## src/rtl/updown_sweep_ctrl_if.sv

```systemverilog
// Command and status bundle between the sweep controller and the logic that configures it.
// Handshake: a command transfers on a rising clk edge where cmd_valid && cmd_ready; the
// master holds cmd_* stable while cmd_valid is high, and cmd_ready never depends on cmd_valid.
interface updown_sweep_ctrl_if #(
  parameter int WIDTH = 4
);
  logic             cmd_valid;
  logic             cmd_ready;
  logic [WIDTH-1:0] cmd_lo;
  logic [WIDTH-1:0] cmd_hi;
  logic [1:0]       cmd_mode;
  logic [3:0]       cmd_passes;
  logic             pause;
  logic             abort;
  logic [WIDTH-1:0] count;
  logic             up_down;
  logic             busy;
  logic             done;
  logic             err;

  modport master (
    output cmd_valid, cmd_lo, cmd_hi, cmd_mode, cmd_passes, pause, abort,
    input  cmd_ready, count, up_down, busy, done, err
  );

  modport slave (
    input  cmd_valid, cmd_lo, cmd_hi, cmd_mode, cmd_passes, pause, abort,
    output cmd_ready, count, up_down, busy, done, err
  );
endinterface

```

## src/rtl/updown_sweep_ctrl.sv

```systemverilog
// Up/down sweep sequencer: takes bounds/mode/pass-count commands and walks a count
// through them, with pause, abort, a one-cycle done pulse and a one-cycle error pulse.
module updown_sweep_ctrl #(
  parameter int WIDTH = 4
) (
  input  logic                 clk,
  input  logic                 reset,
  updown_sweep_ctrl_if.slave   bus,
  output logic [1:0]           state_o
);
  typedef enum logic [1:0] {
    S_IDLE = 2'd0,
    S_RUN  = 2'd1,
    S_DONE = 2'd2
  } state_t;

  state_t           state_q, state_d;
  logic [WIDTH-1:0] count_q, count_d;
  logic [WIDTH-1:0] lo_q, lo_d;
  logic [WIDTH-1:0] hi_q, hi_d;
  logic [1:0]       mode_q, mode_d;
  logic [3:0]       rem_q, rem_d;
  logic             up_q, up_d;
  logic             err_q, err_d;
  logic             at_end;

  always_ff @(posedge clk or posedge reset) begin
    if (reset) begin
      state_q <= S_IDLE;
      count_q <= '0;
      lo_q    <= '0;
      hi_q    <= '0;
      mode_q  <= 2'b00;
      rem_q   <= 4'd0;
      up_q    <= 1'b1;
      err_q   <= 1'b0;
    end else begin
      state_q <= state_d;
      count_q <= count_d;
      lo_q    <= lo_d;
      hi_q    <= hi_d;
      mode_q  <= mode_d;
      rem_q   <= rem_d;
      up_q    <= up_d;
      err_q   <= err_d;
    end
  end

  assign at_end = up_q ? (count_q == hi_q) : (count_q == lo_q);

  always_comb begin
    state_d = state_q;
    count_d = count_q;
    lo_d    = lo_q;
    hi_d    = hi_q;
    mode_d  = mode_q;
    rem_d   = rem_q;
    up_d    = up_q;
    err_d   = 1'b0;
    case (state_q)
      S_IDLE: begin
        if (bus.cmd_valid) begin
          if ((bus.cmd_lo > bus.cmd_hi) || (bus.cmd_mode == 2'b11)) begin
            err_d = 1'b1;
          end else begin
            state_d = S_RUN;
            lo_d    = bus.cmd_lo;
            hi_d    = bus.cmd_hi;
            mode_d  = bus.cmd_mode;
            rem_d   = bus.cmd_passes;
            if (bus.cmd_mode == 2'b01) begin
              count_d = bus.cmd_hi;
              up_d    = 1'b0;
            end else begin
              count_d = bus.cmd_lo;
              up_d    = 1'b1;
            end
          end
        end
      end
      S_RUN: begin
        if (bus.abort) begin
          state_d = S_IDLE;
        end else if (bus.pause) begin
          state_d = S_RUN;
        end else if (at_end && (rem_q == 4'd1)) begin
          state_d = S_DONE;
        end else if (at_end) begin
          // A zero pass count means run forever, so it is never decremented.
          if (rem_q != 4'd0) rem_d = rem_q - 4'd1;
          case (mode_q)
            2'b00:   count_d = lo_q;
            2'b01:   count_d = hi_q;
            default: begin
              up_d = ~up_q;
              if (lo_q != hi_q) count_d = up_q ? (count_q - 1'b1) : (count_q + 1'b1);
            end
          endcase
        end else begin
          count_d = up_q ? (count_q + 1'b1) : (count_q - 1'b1);
        end
      end
      S_DONE:  state_d = S_IDLE;
      default: state_d = S_IDLE;
    endcase
  end

  assign bus.cmd_ready = (state_q == S_IDLE) && !reset;
  assign bus.busy      = (state_q == S_RUN);
  assign bus.done      = (state_q == S_DONE);
  assign bus.err       = err_q;
  assign bus.count     = count_q;
  assign bus.up_down   = up_q;
  assign state_o       = state_q;
endmodule

```

## src/flat_wrapper.sv

```systemverilog
// flat-port wrapper written by rule: the top's interface ports become plain ports
module updown_sweep_ctrl_flat 
#(
  parameter int WIDTH = 4
)
  (clk, reset, state_o, bus_cmd_valid, bus_cmd_lo, bus_cmd_hi, bus_cmd_mode, bus_cmd_passes, bus_pause, bus_abort, bus_cmd_ready, bus_count, bus_up_down, bus_busy, bus_done, bus_err);
  updown_sweep_ctrl_if #(.WIDTH(WIDTH)) bus_i ();
  input  logic clk;
  input  logic reset;
  output logic [1:0] state_o;
  input wire logic [$bits(bus_i.cmd_valid)-1:0] bus_cmd_valid;
  input wire logic [$bits(bus_i.cmd_lo)-1:0] bus_cmd_lo;
  input wire logic [$bits(bus_i.cmd_hi)-1:0] bus_cmd_hi;
  input wire logic [$bits(bus_i.cmd_mode)-1:0] bus_cmd_mode;
  input wire logic [$bits(bus_i.cmd_passes)-1:0] bus_cmd_passes;
  input wire logic [$bits(bus_i.pause)-1:0] bus_pause;
  input wire logic [$bits(bus_i.abort)-1:0] bus_abort;
  output wire logic [$bits(bus_i.cmd_ready)-1:0] bus_cmd_ready;
  output wire logic [$bits(bus_i.count)-1:0] bus_count;
  output wire logic [$bits(bus_i.up_down)-1:0] bus_up_down;
  output wire logic [$bits(bus_i.busy)-1:0] bus_busy;
  output wire logic [$bits(bus_i.done)-1:0] bus_done;
  output wire logic [$bits(bus_i.err)-1:0] bus_err;
  assign bus_i.cmd_valid = bus_cmd_valid;
  assign bus_i.cmd_lo = bus_cmd_lo;
  assign bus_i.cmd_hi = bus_cmd_hi;
  assign bus_i.cmd_mode = bus_cmd_mode;
  assign bus_i.cmd_passes = bus_cmd_passes;
  assign bus_i.pause = bus_pause;
  assign bus_i.abort = bus_abort;
  assign bus_cmd_ready = bus_i.cmd_ready;
  assign bus_count = bus_i.count;
  assign bus_up_down = bus_i.up_down;
  assign bus_busy = bus_i.busy;
  assign bus_done = bus_i.done;
  assign bus_err = bus_i.err;
  updown_sweep_ctrl #(.WIDTH(WIDTH)) u_core (.clk(clk), .reset(reset), .bus(bus_i), .state_o(state_o));
endmodule
```

## config.mk

```make
export PLATFORM = sky130hd
export DESIGN_NAME = updown_sweep_ctrl_flat
export DESIGN_NICKNAME = d
export VERILOG_FILES = /design/src/rtl/updown_sweep_ctrl_if.sv /design/src/rtl/updown_sweep_ctrl.sv /design/src/flat_wrapper.sv
export SDC_FILE = /design/constraint.sdc
export NUM_CORES = 1
export LEC_CHECK = 0
export ABC_AREA = 0
export BUFFER_PORTS_ARGS = -buffer_cell sky130_fd_sc_hd__buf_4
export CORE_UTILIZATION = 60
export CTS_CLUSTER_SIZE = 30
export DETAILED_ROUTE_END_ITERATION = 8
export PLACE_DENSITY = 0.87
export REMOVE_ABC_BUFFERS = 1
export SLEW_MARGIN = 10
export SYNTH_ARGS = -nofsm -noshare
export SYNTH_HDL_FRONTEND = slang
export SYNTH_SLANG_ARGS = --single-unit
```

## constraint.sdc

```tcl
create_clock -name clk -period 3.8 [get_ports clk]
set_input_delay 0.95 -clock clk [delete_from_list [all_inputs] [get_ports clk]]
set_output_delay 0.95 -clock clk [all_outputs]
set_load 0.005 [all_outputs]
```

# Word-level counts from Yosys, hierarchy flattened
# Cells that the tools add are included.
word_totals:
  elab_cells: 86
  output_inout_bits: 11
  in_bits: 19
  ff_bits: 22
classes:
  n_mux: 39
  bitwise_logic: 2
  n_reduce_logical: 14
  n_eq_ne: 19
  add_sub_neg: 3
  order_cmp: 1
ops:
  columns: ["cell", "count"]
  rows:
  - ["4-bit two-way mux", 17]
  - ["4-bit case mux with 2 select lines", 3]
  - ["8-bit AND reduction", 2]
  - ["1-bit two-way mux", 12]
  - ["2-bit inequality test (second input constant)", 6]
  - ["2-bit two-way mux", 5]
  - ["4-bit equality test", 2]
  - ["4-bit by 1-bit subtractor with 4-bit output (second input constant)", 2]
  - ["7-bit AND reduction", 1]
  - ["2-bit by 1-bit equality test with 1-bit output (second input constant)", 3]
  - ["3-bit AND reduction", 2]
  - ["5-bit inequality test (second input constant)", 1]
  - ["4-bit by 1-bit adder with 4-bit output (second input constant)", 1]
  - ["2-bit equality test (second input constant)", 2]
  - ["4-bit by 1-bit equality test with 1-bit output (second input constant)", 1]
  - ["4-bit greater-than comparator", 1]
  - ["2-bit zero test", 2]
  - ["2-bit by 1-bit inequality test with 1-bit output (second input constant)", 2]
  - ["4-bit by 3-bit inequality test with 1-bit output (second input constant)", 1]
  - ["4-bit inequality test", 1]
  - ["2-bit case mux with 2 select lines", 1]
  - ["4-bit nonzero test", 1]
  - ["1-bit logical AND", 2]
  - ["1-bit inverter", 2]
  - ["5 further kinds", 5]

# Longest topological paths before layout
depth:
  depth_word: 9
  depth_mapped: 9
  mapped_depth_nobuf: 8

# Worst setup path after synthesis
# Ideal clock, no wire load.
synth_timing:
  path_type: "in2reg"
  startpoint: "input bus_cmd_hi[1]"
  endpoint: "register u_core.count_q[3] (netlist: u_core.bus.count[3])"
  setup_ps: 125
  required_ps: 3675
  slack_ps: 885
  path_buffers: 0
  arrival_time_ps: 2790
  cell_stages: 8
  path_cell_list: "inv_1 ha_1 nor2b_1 o41a_1 a221oi_4 nor2_2 a31oi_4 mux2_4"
synth_between:
  elab_chain_cells: 4
synth_lines:
  columns: ["element", "line_no", "text"]
  rows:
  - ["from (decl)", "flat_wrapper.sv:13", "input wire logic [$bits(bus_i.cmd_hi)-1:0] bus_cmd_hi;"]
  - ["4-bit greater-than comparator", "updown_sweep_ctrl.sv:63", "if ((bus.cmd_lo > bus.cmd_hi) || (bus.cmd_mode == 2'b11)) begin"]
  - ["1-bit logical OR", "updown_sweep_ctrl.sv:63", null]
  - ["2-bit inequality test (no source line)", null, null]
  - ["7-bit AND reduction (no source line)", null, null]
  - ["to (signal assigned)", "updown_sweep_ctrl.sv:39", "count_q <= count_d;"]
  - ["to (decl)", "updown_sweep_ctrl.sv:18", "logic [WIDTH-1:0] count_q, count_d;"]
# Every way passes these cells.
# A chain may end at the register's enable or synchronous reset.

# Final worst setup path
layout_timing:
  startpoint: "register u_core.state_q[1] (netlist: u_core.state_o[1])"
  endpoint: "output bus_busy"
layout_between:
  elab_chain_cells: 1
layout_lines:
  columns: ["element", "line_no", "text"]
  rows:
  - ["from (decl)", "updown_sweep_ctrl.sv:17", "state_t state_q, state_d;"]
  - ["from (signal assigned)", "updown_sweep_ctrl.sv:38", "state_q <= state_d;"]
  - ["2-bit by 1-bit equality test with 1-bit output", "updown_sweep_ctrl.sv:109", "assign bus.busy = (state_q == S_RUN);"]
  - ["to (decl)", "flat_wrapper.sv:21", "output wire logic [$bits(bus_i.busy)-1:0] bus_busy;"]
# Every way passes these cells.

==> out/qor_table.md <==
| Parameter | Value | Unit |
| --- | --- | --- |
| Setup TNS | 0 | ns |
| Initial drt markers | 46 | - |
| Global routing usage summed across all routing layers | 0.283 | - |
| Cts-stage hold buffer count | 0 | - |
| Total of flip-flops plus latches after synthesis | 22 | - |
| RSZ-0062 raised after global routing | false | - |
| Number of enable-type register cells in the synthesized netlist | 0 | - |
| Proportion of total power due to net switching | 0.418 | - |
| Most common library cells after synthesis | dfrtp_1, nor2_1, inv_1 | - |
| Leading post-synthesis cells by cell area | dfrtp_1, ha_1, mux2_2 | - |
| Share of the synthesized area in the top cell type | 0.312 | - |
| Area added between synthesis and finish | 14.8 | % |
| Shortest clock period the worst path allows after layout | 2.79 | ns |
| Reg2Reg Depth | 6 | - |
| Most used standard cell by instance count after synthesis | dfrtp_1 | - |
| Logic gate share of total power | 0.495 | - |
| CP cell instances | nand2b_1 -> inv_1 -> buf_4 | - |
| Cell Int Power | 775 | uW |
| Total power density per cell area | 688 | mW/mm^2 |
| Arrival time of data at the critical path endpoint | 1.84 | ns |
| Post-synth design cell area | 0.00169 | sq mm |
| Number of cells traversed by the worst hold path | 1 | - |
| Half-perimeter wire length after placement | 2800 | um |
| Clock Tree Buf Depth | 2 | - |
| Leftover overflow at the end of global routing | 0 | - |
| Total die area | 0.00303 | sq mm |
| Final ANT Viol Nets | 0 | - |
| Final worst path period share | 0.734 | - |
| Leakage power of the design | 0.892 | nW |
| Worst path max stage delay | 0.54 | ns |
| Number of top-level pins | 30 | - |
| Critical path buffers and inverters | 2 | - |
| Vias/cell | 6.30 | - |
| Mapped Cells | 175 | - |
| Standard cell core area | 0.00257 | sq mm |
| Status | completed | - |
| Min-delay worst type | flop to flop | - |
| Combined area of the multi-input logic cells | 0.00103 | sq mm |
| Power Total | 1.33 | mW |
| CTS tree | built | - |
| Post-synth cell types | 42 | - |
| Reg2Reg Launch Point | u_core.bus.up_down | - |
| Vertical die dimension | 55 | um |
| H-tree depth | 1 | - |
| Required time of the worst setup path | 2.85 | ns |
| Switching power summed over all nets | 557 | uW |
| Share of layout cells above drive strength 1 | 0.261 | - |
| Cell type of the slowest stage on the worst timing path | inv_1 | - |
| Area used by sequential logic in the layout | 552 | sq um |
| Initial antenna violation count | 0 | - |
| Setup clock skew after layout | 0.0105 | ns |
| Synth Area per Inst | 9.63 | sq um |
| CTS clk-pin slew, worst paths | 0.14 | ns |
| Warnings from Yosys | 0 | - |
| Largest delay share family, worst path | buffers and inverters | - |
| Hold violation total from the final report | 0 | - |
| Type of element launching the critical path | flop | - |
| Sequential-to-total area share from yosys stat | 0.327 | - |
| Count of fill cells added during filler insertion | 180 | - |
| Number of buffers inserted by post-CTS setup repair | 0 | - |
| Die X-Extent | 55 | um |
| Root buf cell | clkbuf_4 | - |
| Total wire length | 3840 | um |
| Routability congestion estimate | 0.879 | - |
| TritonRoute pass-1 iters | 4 | - |
| VDD IR max | 0.502 | mV |
| Capture instance of the worst register-to-register path | u_core.bus.count[1] | - |
| Clock share of power | 0.139 | - |
| Later-pin clock latency in the skew report | 0.32 | ns |
| Fraction of synthesis flops using an asynchronous set or reset pin | 1.00 | - |
| Port Buffer Count | 29 | - |
| Relative max-transition margin | 0.442 | - |
| Sink Count | 22 | - |
| Register-to-register path setup slack | 1.27 | ns |
| Number of global-route vias before repair | 1,360 | - |
| Sequential fraction of design power | 0.366 | - |
| Post-cts sizing count | 0 | - |
| Total number of vias | 1,442 | - |
| Crit path capture type | primary output | - |
| Initial Util | 0.656 | - |
| Cell Rows | 18 | - |
| Antenna cell count | 0 | - |
| Hold path endpoint | u_core.rem_q[1] | - |
| Wire length of the first global-routing pass | 6040 | um |
| Drc violations | 0 | - |
| Final number of setup-violating endpoints | 0 | - |
| Primary FF master, synth | dfrtp_1 | - |
| Leading area contributor after synthesis | dfrtp_1 | - |
| Number of max-cap violations | 0 | - |
| Highest fanout seen on the critical path | 20 | - |
| Pins Over Slew Limit | 0 | - |
| Routed wire per std cell | 16.8 | um |
| Worst slew pin tran | 0.836 | ns |
| Number of buffers created by CTS | 3 | - |
| Start point of the worst hold path | u_core.rem_q[1] | - |
| Number of nets at the end of the flow | 228 | - |
| Setup CP Type | flop to primary output | - |
| Pin count of the biggest net entering global routing | 23 | - |
| Maximum clock frequency | 358 | MHz |
cell type report:
cell class	count	share of cell area
flip-flops and latches	22	0.285
clock buffers	3	0.0116
well taps	30	0.0194
multi-input cells	132	0.531
inverters	11	0.0213
repair buffers	30	0.116
clock inverters	1	0.0155
power by group through the flow:
stage               sequential, mW  combinational [mW]  clock (mW)
global placement             0.474               0.622           0
finish                       0.487               0.660       0.185
global route                 0.504               0.731       0.192
detailed placement           0.488               0.648           0
CTS                          0.483               0.655       0.185
floorplan                    0.448               0.485           0
state kept, by name, indices dropped and copies added (netlist names):
name                cells
u_core.bus.count        4
u_core.hi_q             4
u_core.lo_q             4
u_core.rem_q            4
u_core.mode_q           2
u_core.state_o          2
u_core.bus.err          1
u_core.bus.up_down      1
worst max-delay path by stage:
stage,from,to,slack (ns),depth (start not counted)
5_1_grt,u_core.state_o[1],bus_busy,0.88,3
3_5_place_dp,bus_cmd_hi[1],u_core.bus.count[2],0.76,9
3_3_place_gp,bus_cmd_hi[1],u_core.bus.count[2],0.81,9
2_1_floorplan,bus_cmd_hi[1],u_core.bus.count[3],0.65,8
4_1_cts,u_core.state_o[1],bus_busy,1.03,3
6_report,u_core.state_o[1],bus_busy,1.01,3
layer usage:
| layer | vias to the layer above | routed length, um | track usage |
|---|---|---|---|
| met1 | 681 | 1680 | 0.349 |
| met5 | - | 0 | 0 |
| met2 | 66 | 1900 | 0.496 |
| li1 | 689 | - | - |
| met4 | 0 | 48 | 0.113 |
| met3 | 6 | 218 | 0.0355 |
kinds of logic (layout without fill, tap and decap cells):
group | Yosys count | in the layout | share of synthesized area
AOI/OAI and AO/OA | 41 | 41 | 0.192
xor gates and xnor gates | 13 | 13 | 0.0676
adders and majority gates | 9 | 9 | 0.0668
buffers and inverters | 21 | 45 | 0.0631
DFF | 22 | 22 | 0.327
muxes | 22 | 22 | 0.144
and+or+nand+nor | 47 | 47 | 0.140
cells in the final DEF, fill, tap and decap left out, types with 5 or more instances in the layout:
cell     instances
inv_1           11
xnor2_1          9
nand2_1          9
a21oi_1         10
nor2_1          13
buf_4           30
mux2i_1         10
mux2_2          10
nand3_1          5
o22a_1           6
ha_1             9
dfrtp_1         21
through the flow:
stage / hold WS (ns) / utilization / instance area, sq um / setup WS, ns / std cells
finish: 0.580 / 0.754 / 1940 / 1.01 / 229
CTS: 0.576 / 0.754 / 1940 / 1.03 / 229
global route: 0.592 / 0.754 / 1940 / 0.876 / 229
floorplan: 0.504 / - / 1620 / 0.649 / 165
detailed placement: 0.545 / 0.733 / 1880 / 0.763 / 225
global placement: 0.526 / 0.733 / 1880 / 0.810 / 225
Note: power is estimated with default switching activity, not from simulation.
